`src/rtl/rfft_seq.sv`:
```
`default_nettype none
// ============================================================================
// Module   : rfft_seq
// Purpose  : Stage sequencer for the 64x4-bank in-place radix-2 real FFT.
//            On start it walks the shared PE through NSTAGE butterfly stages.
//            Each stage is a READ sweep of 2^ADDR_W counter values followed by
//            a drain. Every read is mirrored into a write pipeline D = PE_LAT+1
//            deep, so each write lands exactly D cycles after its read.
// Ports    : clk, rst_n (async, active low), start, abort        - control in
//            busy, done, stage                                    - status out
//            rd_en, rd_addr0, rd_addr1, rd_swap, tf_addr, bypass_n - read side
//            wr_en[3:0], wr_addr0, wr_addr1, wr_swap              - write side
// Revision : 1.0 - initial release
// ============================================================================
module rfft_seq #(
  parameter int ADDR_W = 6,
  parameter int NSTAGE = 7,
  parameter int PE_LAT = 2
) (
  input  logic              clk,
  input  logic              rst_n,
  input  logic              start,
  input  logic              abort,
  output logic              busy,
  output logic              done,
  output logic [2:0]        stage,
  output logic              rd_en,
  output logic [ADDR_W-1:0] rd_addr0,
  output logic [ADDR_W-1:0] rd_addr1,
  output logic              rd_swap,
  output logic [ADDR_W-1:0] tf_addr,
  output logic              bypass_n,
  output logic [3:0]        wr_en,
  output logic [ADDR_W-1:0] wr_addr0,
  output logic [ADDR_W-1:0] wr_addr1,
  output logic              wr_swap
);

  // Write delay: PE latency plus one cycle of bank read latency.
  localparam int          D     = PE_LAT + 1;
  localparam int          DW    = $clog2(D + 1);
  localparam logic [2:0]  LAST  = 3'(NSTAGE - 1);
  localparam logic [2:0]  AW3   = 3'(ADDR_W);

  typedef enum logic [1:0] {
    S_IDLE  = 2'd0,
    S_READ  = 2'd1,
    S_DRAIN = 2'd2,
    S_DONE  = 2'd3
  } state_t;

  state_t            state;
  logic [ADDR_W-1:0] cnt;
  logic [DW-1:0]     dcnt;

  // Write pipeline: entry 0 takes the current read, entry D-1 drives the banks.
  logic              p_v   [D];
  logic [ADDR_W-1:0] p_a0  [D];
  logic [ADDR_W-1:0] p_a1  [D];
  logic              p_sw  [D];

  // Read-side decode, all from registered cnt/stage/state.
  logic [ADDR_W-1:0] addr1_mask;
  logic [2:0]        rsel;
  logic [2:0]        wsel;
  logic [ADDR_W-1:0] rshift;
  logic [ADDR_W-1:0] wshift;
  logic              wswap;

  // Top `stage` bits of the counter are inverted to form the partner address.
  assign addr1_mask = ~({ADDR_W{1'b1}} >> stage);
  assign rsel       = AW3 - stage;
  assign wsel       = AW3 - 3'd1 - stage;
  assign rshift     = cnt >> rsel;
  assign wshift     = cnt >> wsel;
  assign wswap      = (stage == LAST) ? 1'b0 : wshift[0];

  assign busy     = (state == S_READ) || (state == S_DRAIN);
  assign done     = (state == S_DONE);
  assign rd_en    = (state == S_READ);
  assign rd_addr0 = cnt;
  assign rd_addr1 = cnt ^ addr1_mask;
  assign rd_swap  = (stage == 3'd0) ? 1'b0 : rshift[0];
  assign tf_addr  = cnt << stage;
  // Multiply is skipped only while the last stage is actually running.
  assign bypass_n = !(busy && (stage == LAST));

  assign wr_en    = {4{p_v[D-1]}};
  assign wr_addr0 = p_a0[D-1];
  assign wr_addr1 = p_a1[D-1];
  assign wr_swap  = p_sw[D-1];

  always_ff @(posedge clk or negedge rst_n) begin
    if (!rst_n) begin
      state <= S_IDLE;
      cnt   <= '0;
      stage <= '0;
      dcnt  <= '0;
      for (int i = 0; i < D; i++) begin
        p_v[i]  <= 1'b0;
        p_a0[i] <= '0;
        p_a1[i] <= '0;
        p_sw[i] <= 1'b0;
      end
    end else begin
      // The pipeline shifts in every state so the last write of a stage
      // retires during the final drain cycle.
      p_v[0]  <= (state == S_READ);
      p_a0[0] <= rd_addr0;
      p_a1[0] <= rd_addr1;
      p_sw[0] <= wswap;
      for (int i = 1; i < D; i++) begin
        p_v[i]  <= p_v[i-1];
        p_a0[i] <= p_a0[i-1];
        p_a1[i] <= p_a1[i-1];
        p_sw[i] <= p_sw[i-1];
      end

      case (state)
        S_IDLE: begin
          if (start) begin
            state <= S_READ;
            cnt   <= '0;
            stage <= '0;
          end
        end

        S_READ: begin
          if (abort) begin
            state <= S_IDLE;
            cnt   <= '0;
            stage <= '0;
          end else begin
            cnt <= cnt + 1'b1;
            if (cnt == {ADDR_W{1'b1}}) begin
              state <= S_DRAIN;
              dcnt  <= DW'(D - 1);
            end
          end
        end

        S_DRAIN: begin
          if (abort) begin
            state <= S_IDLE;
            cnt   <= '0;
            stage <= '0;
          end else if (dcnt == '0) begin
            if (stage != LAST) begin
              stage <= stage + 3'd1;
              cnt   <= '0;
              state <= S_READ;
            end else begin
              state <= S_DONE;
            end
          end else begin
            dcnt <= dcnt - 1'b1;
          end
        end

        S_DONE: begin
          state <= S_IDLE;
          stage <= '0;
        end

        default: state <= S_IDLE;
      endcase

      // Aborted transforms must not commit any writes still in flight.
      if (busy && abort) begin
        for (int i = 0; i < D; i++) p_v[i] <= 1'b0;
      end
    end
  end

endmodule
`default_nettype wire

```
`config.mk`:
```
export PLATFORM = sky130hd
export DESIGN_NAME = rfft_seq
export DESIGN_NICKNAME = d
export VERILOG_FILES = /design/src/rtl/rfft_seq.sv
export SDC_FILE = /design/constraint.sdc
export NUM_CORES = 1
export LEC_CHECK = 0
export BUFFER_PORTS_ARGS = -buffer_cell sky130_fd_sc_hd__buf_2
export CORE_MARGIN = 8
export CORE_UTILIZATION = 50
export DETAILED_ROUTE_END_ITERATION = 12
export PLACE_DENSITY = 0.72
export SLEW_MARGIN = 20
export SYNTH_ARGS = -nofsm -noshare
export SYNTH_HDL_FRONTEND = slang
export SYNTH_SLANG_ARGS = --single-unit
```
`constraint.sdc`:
```
create_clock -name clk -period 2.87 [get_ports clk]
set_input_delay 0.287 -clock clk [delete_from_list [all_inputs] [get_ports clk]]
set_output_delay 0.287 -clock clk [all_outputs]
set_load 0.02 [all_outputs]
```
==> out/metrics.cfg <==
[power]
p_int_mw = 1.368
switching_power_mw = 0.7084
clkPwrFrac = 0.233
pwr-share-seq = 0.462
leakage_nw = 1.392
p_per_area_nw_per_um2 = 792.3
swShare = 0.3412
comb_power_share = 0.305
peakVddDrop_mv = 0.5302

[layout]
n_fill_cell = 423
final_util = 0.5659
drive_above_1_share = 0.2638
final_area_um2 = 2620
seqCellArea_um2 = 1376
area_delta_synth_final_pct = 11.86
antennaDiodeCount = 0
multi_input_area_um2 = 777.0
instances_no_fill = 289
fin_nets = 252

[yosys]
synth_top_area_cell = dfrtp_1
ys_types = 38
synth-edff-count = 0
netlist_area_um2 = 2342
synth_top_area_frac = 0.5876
synth_ff_type = dfrtp_1
avgSynthCellArea_um2 = 11.54
ys_top_cells_by_area = dfrtp_1 59%, ha_1 6.9%, buf_4 5.1%, nand2_1 2.7%, o21ai_0 2.4%
ys_ff_latch = 55
yosysSeqAreaShare = 0.5876
synth_nets = 220
async_reset_ff_frac = 1.000
yosys_warnings = 0
syn_inst = 203

[clock_network]
clockBufferDepth = 2
clock_latency_ps = 300
cts-resized-gates = 0
htreeDepth = 2
cts_sinks = 55
clockRootBuffer = clkbuf_8
cts_tree = built
numCtsBuffers = 5
path_clk_slew_ps = 90

[drt]
vias_per_cell = 5.190
drt_first_iter_violations = 62
dr.pass1.iters = 4
routed_wl_um = 4090
drc = 0
wl_per_cell_um = 14.15
ant_nets = 0
vias = 1500

[critical_path]
cp_slowest_cell = dfrtp_1
cp.required_ps = 2580
worstPathMaxFanout = 16
worst_r2r_startpoint = stage[0]
end_kind = output pin
startpoint = stage[1]
criticalPathCategory = reg2out
r2r_cells = 6
critical_path.top_delay_family = flip-flops
crit_top_cell = ha_1
r2r_slack_ps = 560
worstPathArrival_ps = 2060
crit_chain = ha_1, inv_1, ha_1, nand4_1, o21ai_0, nor3_1, buf_2
startpoint_type = register
reg2reg_to = rd_addr0[3]
critPathMaxStageDelay_ps = 640
worst-path-buf-inv = 2

[timing]
slew_violations = 0
finClkSkew_ps = 8.498
setup_viol = 0
final-hold-violation-count = 0
fin_crit_sh = 0.8176
max_freq_ghz = 0.4262
max-slew-margin-rel = 0.6918
rsz0062_at_grt = false
tightest_slew_ps = 462.2
layout_setup_ws_ps = 523.6
fin_setup_tns_ps = 0
fin_crit_ps = 2346

[die]
start_util = 0.5059
die_height_um = 84.45
dieWidth_um = 84.45
die_area_um2 = 7131
num_rows = 25
core-area_um2 = 4629
num_io_pins = 47

[outcome]
status = finished clean

[global_routing]
grt-ovfl-total = 0
track_usage = 0.1267
grt_use_met3 = 0.04683
grt.met1_usage = 0.1490
grt.busiest_layer = met2
grt_pass1_vias = 1483
antenna_found_initial = 0
grt_max_degree = 39
grt_use_met2 = 0.2063
grt_pass1_wl_um = 7279

[hold_path]
holdCritStartpoint = abort
hold_depth = 2
hold_end = wr_en[0]
hp-class = in2reg

[placement]
pre_cts_ws_ps = 605.0
portBuffers = 46
placed_area_um2 = 2504
dpl.cell_count = 281
place.gp.congestion = 0.8573
hpwl_um = 3056

[run]
drv_cap = 0

==> sequential cells by signal, summed over array words and instances (netlist names) <==
signal and cells:
wr_addr0 6, dcnt 2, state 2, wr_addr1 6
p_sw 2, p_a0 12, stage 3, p_v 2
p_a1 12, rd_addr0 6, wr_swap 1, wr_en 1
==> worst register-to-register path, stage by stage (launching register included) <==
cell and delay, ps:
dfrtp_1 610, inv_1 150, ha_1 280, a21bo_1 230, a311o_1 450, or2_4 280, o31ai_1 220
==> stage by stage <==
step	hold WS [ps]	power, mW
6_report	292.9	2.076
5_1_grt	305.9	2.218
4_1_cts	282.8	2.105
3_5_place_dp	245.9	1.614
3_3_place_gp	240.8	1.602
2_1_floorplan	-8.591	1.460
==> placed cells by master (no fill, tap or decap), types with 3 or more instances in the layout <==
master	n
dfrtp_1	55
buf_2	46
nand2_1	17
ha_1	13
o21ai_0	11
inv_1	10
nor2_1	10
a21oi_1	5
nand2b_1	5
a31oi_1	5
clkbuf_8	5
nor3_1	4
xnor2_1	4
nand3_1	4
a211oi_1	3
o31ai_1	3
==> kinds of logic after synthesis <==
logic type	after synthesis	synth area share
DFF	55	0.5876
xor gates and xnor gates	6	0.02244
AOI/OAI and AO/OA	40	0.1138
buffers and inverters	34	0.08067
and+or+nand+nor	51	0.1079
muxes	4	0.01816
adders and majority gates	13	0.06945
==> per-layer routing <==
layer  vias up  share of wire
met5         -              0
met2        36           0.48
met4         0          0.011
met3         4          0.066
li1        735              -
met1       725           0.44
==> final cells by class <==
type                       instances  area share
sequential                        55      0.5253
multi-input combinational        114      0.2966
timing repair buffer              49     0.09742
clock buffer                       5     0.02627
tap                               54     0.02579
clock inverter                     2     0.01433
inverter                          10     0.01433
==> cells in the mapped netlist, types with 5 or more instances <==
| library cell | instances |
|---|---|
| dfrtp_1 | 55 |
| nand2_1 | 17 |
| buf_4 | 16 |
| ha_1 | 13 |
| o21ai_0 | 11 |
| inv_1 | 10 |
| nor2_1 | 10 |
| clkbuf_1 | 7 |
| a21oi_1 | 5 |
| a31oi_1 | 5 |
| nand2b_1 | 5 |
==> worst max path at each step <==
stage,end,slack (ps),cells past startpoint
floorplan,rd_addr0[5],540,7
global placement,rd_addr0[5],690,6
detailed placement,rd_addr0[5],600,6
CTS,rd_swap,490,7
global route,rd_swap,320,7
finish,rd_swap,520,7
==> power by group through the flow <==
stage | sequential, mW | combinational (mW) | clock [mW]
finish | 0.958 | 0.633 | 0.485
global route | 0.974 | 0.712 | 0.531
CTS | 0.960 | 0.645 | 0.500
detailed placement | 0.976 | 0.638 | 0
global placement | 0.969 | 0.633 | 0
floorplan | 0.966 | 0.494 | 0
==> what timing repair did <==
item,CTS,global route
buffers inserted,0,0
endpoints found under the hold margin,17,0
hold buffers,1,0
(Power assumes the default switching activity.)
